===== src/rtl/cache_pkg.sv =====
// Shared types and constants for the cache refill path.
package cache_pkg;

  localparam int BLOCK_OFFSET_BITS = 4;
  localparam int WORDS_PER_BLOCK   = 8;

  typedef enum logic {
    IDLE = 1'b0,
    FILL = 1'b1
  } fill_state_e;

  typedef enum logic {
    GRANT_I = 1'b0,
    GRANT_D = 1'b1
  } grant_e;

endpackage


===== src/rtl/miss_arbiter.sv =====
// Two-requester round-robin arbiter; last_grant only advances when a fill is launched.
module miss_arbiter
  import cache_pkg::*;
(
  input  logic   clk,
  input  logic   rst,
  input  logic   req_i,
  input  logic   req_d,
  input  logic   load,
  output grant_e grant
);

  grant_e last_grant;

  // A lone request always wins; a tie goes to whoever did not win last time.
  always_comb begin
    grant = GRANT_I;
    if (req_i && req_d)
      grant = (last_grant == GRANT_I) ? GRANT_D : GRANT_I;
    else if (req_d)
      grant = GRANT_D;
  end

  always_ff @(posedge clk) begin
    if (rst)
      last_grant <= GRANT_I;
    else if (load)
      last_grant <= grant;
  end

endmodule


===== src/rtl/cache_fill_controller.sv =====
// Refills one cache block from main memory: arbitrates I/D misses, issues the word
// reads, and steers returning words (and finally the tag) into the granted cache.
module cache_fill_controller #(
  parameter int WORDS_PER_BLOCK = cache_pkg::WORDS_PER_BLOCK,
  parameter int ADDR_W          = 16
) (
  input  logic                               clk,
  input  logic                               rst,
  input  logic                               I_miss,
  input  logic [ADDR_W-1:0]                  I_miss_addr,
  input  logic                               D_miss,
  input  logic [ADDR_W-1:0]                  D_miss_addr,
  input  logic                               memory_data_valid,
  output logic                               fsm_busy,
  output logic                               grant_I,
  output logic                               grant_D,
  output logic                               mem_en,
  output logic [ADDR_W-1:0]                  memory_address,
  output logic                               write_data_array,
  output logic                               write_tag_array,
  output logic [$clog2(WORDS_PER_BLOCK)-1:0] fill_word
);
  import cache_pkg::*;

  localparam int CNT_W = $clog2(WORDS_PER_BLOCK);
  // 16-bit words: block offset = word index bits plus the byte bit.
  localparam int OFF_W = CNT_W + 1;
  localparam logic [CNT_W:0]   ISSUE_MAX = WORDS_PER_BLOCK[CNT_W:0];
  localparam logic [CNT_W-1:0] LAST_WORD = CNT_W'(WORDS_PER_BLOCK - 1);

  fill_state_e              state_q, state_d;
  grant_e                   arb_grant;
  logic [ADDR_W-1:OFF_W]    base_q;
  logic [CNT_W:0]           issue_cnt;
  logic [CNT_W-1:0]         recv_cnt;
  logic                     grant_i_q, grant_d_q;
  logic                     start, done;
  logic [ADDR_W-1:0]        miss_addr;

  assign start     = (state_q == IDLE) && (I_miss || D_miss);
  assign done      = (state_q == FILL) && memory_data_valid && (recv_cnt == LAST_WORD);
  assign miss_addr = (arb_grant == GRANT_D) ? D_miss_addr : I_miss_addr;

  miss_arbiter u_arb (
    .clk   (clk),
    .rst   (rst),
    .req_i (I_miss),
    .req_d (D_miss),
    .load  (start),
    .grant (arb_grant)
  );

  always_ff @(posedge clk) begin
    if (rst) state_q <= IDLE;
    else     state_q <= state_d;
  end

  always_comb begin
    state_d = state_q;
    case (state_q)
      IDLE:    if (start) state_d = FILL;
      FILL:    if (done)  state_d = IDLE;
      default: state_d = IDLE;
    endcase
  end

  // Requests outside the current block are held off until the fill returns to IDLE.
  always_ff @(posedge clk) begin
    if (rst) begin
      base_q    <= '0;
      issue_cnt <= '0;
      recv_cnt  <= '0;
      grant_i_q <= 1'b0;
      grant_d_q <= 1'b0;
    end else if (start) begin
      base_q    <= miss_addr[ADDR_W-1:OFF_W];
      issue_cnt <= '0;
      recv_cnt  <= '0;
      grant_i_q <= (arb_grant == GRANT_I);
      grant_d_q <= (arb_grant == GRANT_D);
    end else if (state_q == FILL) begin
      if (issue_cnt < ISSUE_MAX) issue_cnt <= issue_cnt + 1'b1;
      if (memory_data_valid)     recv_cnt  <= recv_cnt + 1'b1;
      if (done) begin
        grant_i_q <= 1'b0;
        grant_d_q <= 1'b0;
      end
    end
  end

  // Only the array-write strobes and fill_word see memory_data_valid directly.
  always_comb begin
    fsm_busy         = (state_q == FILL);
    grant_I          = grant_i_q;
    grant_D          = grant_d_q;
    mem_en           = 1'b0;
    memory_address   = '0;
    write_data_array = 1'b0;
    write_tag_array  = 1'b0;
    fill_word        = '0;
    if (state_q == FILL) begin
      mem_en           = (issue_cnt < ISSUE_MAX);
      memory_address   = {base_q, issue_cnt[CNT_W-1:0], 1'b0};
      write_data_array = memory_data_valid;
      write_tag_array  = done;
      if (memory_data_valid) fill_word = recv_cnt;
    end
  end

endmodule

===== config.mk =====
export PLATFORM = sky130hd
export DESIGN_NAME = cache_fill_controller
export DESIGN_NICKNAME = d
export VERILOG_FILES = /design/src/rtl/cache_pkg.sv /design/src/rtl/miss_arbiter.sv /design/src/rtl/cache_fill_controller.sv
export SDC_FILE = /design/constraint.sdc
export NUM_CORES = 1
export LEC_CHECK = 0
export BUFFER_PORTS_ARGS = -buffer_cell sky130_fd_sc_hd__buf_4
export CELL_PAD_IN_SITES_DETAIL_PLACEMENT = 1
export CELL_PAD_IN_SITES_GLOBAL_PLACEMENT = 2
export CORE_ASPECT_RATIO = 0.9
export CORE_UTILIZATION = 22
export CTS_CLUSTER_DIAMETER = 50
export DETAILED_ROUTE_END_ITERATION = 10
export GPL_ROUTABILITY_DRIVEN = 1
export HOLD_SLACK_MARGIN = 0.03
export PLACE_DENSITY_LB_ADDON = 0.1
export SETUP_SLACK_MARGIN = 0.2
export SLEW_MARGIN = 25
export SYNTH_ARGS = -nofsm -noshare
export SYNTH_HDL_FRONTEND = slang
export SYNTH_SLANG_ARGS = --single-unit

===== constraint.sdc =====
create_clock -name clk -period 1.3 [get_ports clk]
set_input_delay 0.325 -clock clk [delete_from_list [all_inputs] [get_ports clk]]
set_output_delay 0.325 -clock clk [all_outputs]
set_load 0.1 [all_outputs]

### Word-level counts from Yosys, hierarchy flattened

Cells that the tools add are included.

* $add $sub $neg: 2
* $lt $le $gt $ge: 1
* eq/ne operators: 1
* multiplexer cells: 17
* bitwise logic cells: 2
* reductions and logical operators: 11

Operators with widths (number)
* two-way mux 16 bit: 2
* two-way mux 1 bit: 12
* two-way mux 3 bit: 2
* AND reduction 2 bit: 3
* adder 4 x 1 -> 4 bit, second input constant: 1
* logical AND 1 bit: 4
* < comparator 4 bit, second input constant: 1
* nonzero test 2 bit: 2
* adder 3 x 1 -> 3 bit, second input constant: 1
* equality test 3 bit, second input constant: 1
* inverter 1 bit: 2
* case mux 1 bit (2 select lines): 1
* OR reduction 2 bit: 1
* logical OR 1 bit: 1

* bits in registers: 23
* input port bits: 37
* output and inout bits: 25
* word-level logic and storage cells: 41

### Depth between registers and ports, before layout

* depth after elaboration: 5
* mapped depth: 5
* depth with buffers taken out: 5

### Cells and area by module

A second synthesis with hierarchy kept.

* cell total of the unflattened synthesis: 127
* area total of the unflattened synthesis: 1217.4 sq um

By module, submodules not included
* cache_fill_controller: instances 1, cells each 122, area an instance 1166.1 sq um, seq. area each 440.4 sq um
* miss_arbiter: instances 1, cells each 5, area an instance 51.3 sq um, seq. area each 20.0 sq um

### Least setup slack after synthesis

OpenSTA, ideal clock, no wires.

* kind: register to register
* start point: register state_q, in the netlist fsm_busy
* end point: register issue_cnt[1]
* setup time: 0.117 ns
* arrival time: 3.005 ns
* required time: 1.183 ns
* path slack: -1.822 ns
* cell stages (with the launch flop): 5
* buffers on the path: 1
* period minus slack after synthesis: 3.122 ns
* cell sequence: dfxtp_1 -> buf_6 -> nor2b_1 -> mux2i_1 -> nor2_1

* cells in the longest elaborated chain, start to end: 3
* elaborated cells on any way between the ends: 4
* classes of those cells: bitwise (1); reduce/logical (3)

Ends and longest elaborated chain
* start, declared: RTL line cache_fill_controller.sv:31 `fill_state_e state_q, state_d;`
* start signal, assigned: RTL line cache_fill_controller.sv:55 `else state_q <= state_d;`
* inverter 1 bit: RTL line cache_fill_controller.sv:40 `assign start = (state_q == IDLE) && (I_miss || D_miss);`
* logical AND 1 bit: RTL line cache_fill_controller.sv:40
* OR reduction 2 bit (no source line)
* end signal, assigned: RTL line cache_fill_controller.sv:82 `if (issue_cnt < ISSUE_MAX) issue_cnt <= issue_cnt + 1'b1;`
* end, declared: RTL line cache_fill_controller.sv:34 `logic [CNT_W:0] issue_cnt;`

Several ways; a longest one is shown, not always the timed one.
A chain may end at the register's enable or synchronous reset.

### Final worst setup path

* start point: register recv_cnt[0]
* end point: output port write_tag_array

* cells in the longest elaborated chain, start to end: 3

Ends and longest elaborated chain
* start, declared: RTL line cache_fill_controller.sv:35 `logic [CNT_W-1:0] recv_cnt;`
* start signal, assigned: RTL line cache_fill_controller.sv:83 `if (memory_data_valid) recv_cnt <= recv_cnt + 1'b1;`
* equality test 3 bit: RTL line cache_fill_controller.sv:41 `assign done = (state_q == FILL) && memory_data_valid && (recv_cnt == LAST_WORD);`
* logical AND 1 bit: RTL line cache_fill_controller.sv:41
* two-way mux 1 bit: RTL line cache_fill_controller.sv:101 `if (state_q == FILL) begin`
* end, declared: RTL line cache_fill_controller.sv:20 `output logic write_tag_array,`

Every way passes these cells.

==> out/results.tsv <==
stage	metric	value	unit
clocking	clock_sinks	23	
critical_path	r2r_end	base_q[15]$_SDFFE_PP0P_	
timing	post-route-period-util	124	%
min_path	hold_depth	2	
min_path	worstHoldEndpoint	base_q[8]$_SDFFE_PP0P_	
synth	yosys_register_bits	23	
detailed_routing	drc	0	
synth	ys_types	35	
clocking	cts.path.max_buffers	2	
timing	timing_hold_violations_final	0	
layout	postLayoutCellArea	0.00252	mm^2
critical_path	cp_max_fo	2	
synth	synth_edf_count	0	
floorplan	num_rows	24	
job	cap_violations	0	
layout	regArea	473	um^2
place	place_area	0.00186	mm^2
clocking	cts_made_buffers	3	
place	gp_congestion	0.671	
clocking	path_clk_slew	90	ps
floorplan	ios	62	
critical_path	crit_chain	ha_4 -> ha_4 -> nand3_4 -> clkinvlp_4 -> buf_12	
synth	yosys.area.top_type	dfxtp_1	
detailed_routing	drtIter0Drc	29	
pwr	combPwrFrac	38.5	%
synth	synth_nets	157	
timing	tns	-6090	ps
pwr	p_int	1340	uW
floorplan	dieArea	0.00561	mm^2
synth	synthArstFlopShare	0	%
floorplan	initial_utilization	23.4	%
layout	diodes	0	
min_path	hp-class	input port to flip-flop	
layout	fin_util	50.6	%
global_route	grt_usage	13.9	%
global_route	grt_first_pass_wirelength	6060	um
pwr	sequentialPowerShare	38.7	%
detailed_routing	wl	3820	um
synth	synth_commonest_cells	dfxtp_1 (23), and2_1 (15), nor3b_1 (12), a221o_1 (9), nor2_1 (7)	
critical_path	rr_worst_depth	6	
layout	final_cells	264	
synth	synthTopCellsByArea	dfxtp_1 (39%), and2_1 (8.0%), a221o_1 (7.7%)	
critical_path	cp_common_cell	ha_4	
critical_path	worstReg2RegStart	fsm_busy$_SDFF_PP0_	
layout	drive_above_1_share	77.4	%
critical_path	setup.worst_path.class	flip-flop to output pin	
synth	yosysMostFrequentCell	dfxtp_1	
pwr	switchingPower	703	uW
place	port_buffers	52	
pwr	p_clk_share	22.8	%
synth	synth_flop_cell	dfxtp_1	
critical_path	end_kind	output pin	
floorplan	core-area	0.00498	mm^2
global_route	grt_pass1_vias	1250	
pwr	switching_share	34.5	%
place	dp_cells	247	
run_status	outcome	finished with violations	
clocking	cts-root-buf	clkbuf_8	
pwr	power_density	808	mW/mm^2
critical_path	reg2reg_slack	-190	ps
layout	nets	240	
global_route	antenna_found_initial	0	
clocking	cts_tree	done	
timing	skew	6.85	ps
synth	yosys_warnings	0	
timing	min_period	1610	ps
synth	yosysSeqAreaShare	39.4	%
floorplan	die_h	71.1	um
critical_path	slowest_delay	350	ps
critical_path	critPathSlowestCell	dfxtp_2	
detailed_routing	wire_per_inst	14.5	um
run_status	violations	negative setup slack	
global_route	grt_overflow	0	
clocking	cts_max_level	1	
synth	avgSynthCellArea	9.99	um^2
pwr	p_leak	0.00104	uW
timing	grt_setup_unrepaired	yes	
synth	synth_top_area_share	39.4	%
timing	fmax	622	MHz
clocking	holdBufCountCts	0	
critical_path	start_kind	flip-flop	
layout	area_growth	116	%
clocking	clkLatencyLatePin	270	ps
timing	slew_violations	0	
global_route	grt_max_degree	14	
synth	synthCells	117	
synth	syn-cell-area	0.00117	mm^2
detailed_routing	antenna_left	0	
critical_path	crit_arrival	1280	ps
pwr	max-vdd-ir-drop	0.000403	V
critical_path	required	980	ps
timing	setup_slack	-307	ps
layout	fillers	545	
detailed_routing	via_per_inst	4.51	
place	dp_hpwl	2650	um
detailed_routing	vias	1191	
layout	multiInputGateArea	853	um^2
min_path	min_from	D_miss_addr[8]	
timing	setup_viol_count_final	40	
detailed_routing	first_pass_iters	2	
floorplan	dieWidth	78.8	um
==> power by group through the flow <==
stage	Combinational (uW)	Sequential (uW)	Clock (uW)
6_report	786	790	465
5_1_grt	822	796	522
4_1_cts	749	789	485
3_5_place_dp	607	805	0
3_3_place_gp	598	802	0
2_1_floorplan	375	836	0
==> critical path, delay by kind of cell (launching register included) <==
kind,cells,cell delay [ps]
flip-flops,1,350
buffers and inverters,2,280
adder cells (fa/ha/maj),2,310
AND/OR/NAND/NOR,1,70
==> through the flow <==
stage          total power (uW)  hold WS, ps  setup WS (ps)
2_1_floorplan              1210          463           -363
3_3_place_gp               1400          468           -178
3_5_place_dp               1410          473           -176
4_1_cts                    2020          264           -313
5_1_grt                    2140          261           -344
6_report                   2040          271           -307
==> final cells by class <==
| type | instances | share of cell area, % |
|---|---|---|
| clock buffer | 3 | 1.64 |
| clock inverter | 1 | 0.198 |
| inverter | 2 | 0.595 |
| multi-input combinational | 82 | 33.8 |
| sequential | 23 | 18.7 |
| tap | 65 | 3.22 |
| timing repair buffer | 88 | 41.8 |
==> cell families after synthesis <==
| kind of cell | synth area share (%) |
|---|---|
| and+or+nand+nor | 28.7 |
| adders and majority gates | 3.21 |
| xor gates and xnor gates | 2.25 |
| muxes | 0.857 |
| buffers and inverters | 7.17 |
| other | 0.321 |
| AOI/OAI and AO/OA | 18.1 |
| DFF | 39.4 |
==> worst max-delay path by stage <==
stage | start | end | slack [ps] | cells after the start
final | recv_cnt[0]$_SDFFE_PP0P_ | write_tag_array | -310 | 5
after global routing | recv_cnt[0]$_SDFFE_PP0P_ | write_tag_array | -340 | 5
after CTS | recv_cnt[0]$_SDFFE_PP0P_ | write_tag_array | -310 | 5
after detailed placement | recv_cnt[0]$_SDFFE_PP0P_ | write_tag_array | -180 | 5
after global placement | recv_cnt[0]$_SDFFE_PP0P_ | write_tag_array | -180 | 5
after floorplan | fsm_busy$_SDFF_PP0_ | issue_cnt[1]$_SDFFE_PP0P_ | -360 | 4
==> metal layers <==
layer  GRT usage (%)  wire (um)
met5               0          0
met4            2.42         12
met3            4.00        177
met2            23.3       1980
met1            18.1       1650
==> repair_timing <==
item | in CTS | in global routing
pin swaps | 6 | 16
setup buffers | 8 | 5
endpoints found under the setup margin | 47 | 47
gates resized for setup | 97 | 26
==> sequential cells by signal, summed over array words and instances (netlist names) <==
| signal | count |
|---|---|
| base_q | 12 |
| u_arb.last_grant | 1 |
| fsm_busy | 1 |
| recv_cnt | 3 |
| grant_D | 1 |
| issue_cnt | 4 |
| grant_I | 1 |
==> layout by cell type, fill, tap and decap left out, types with 2 or more instances in the layout <==
| cell type | instances |
|---|---|
| clkbuf_8 | 3 |
| a221o_2 | 2 |
| nor3_4 | 2 |
| dfxtp_4 | 2 |
| ha_4 | 2 |
| nor2_1 | 3 |
| nor3_2 | 2 |
| a21oi_2 | 2 |
| buf_4 | 46 |
| and3_4 | 3 |
| nor2b_4 | 2 |
| dfxtp_2 | 4 |
| a221o_1 | 9 |
| nand3_1 | 2 |
| a31o_1 | 2 |
| buf_12 | 27 |
| nor2_2 | 4 |
| nor3b_2 | 12 |
| buf_6 | 15 |
| xor2_1 | 2 |
| nand2b_4 | 2 |
| clkinvlp_4 | 2 |
| dfxtp_1 | 17 |
| and2_4 | 15 |
| nand2_1 | 3 |
Power figures use the tool's default switching activity.
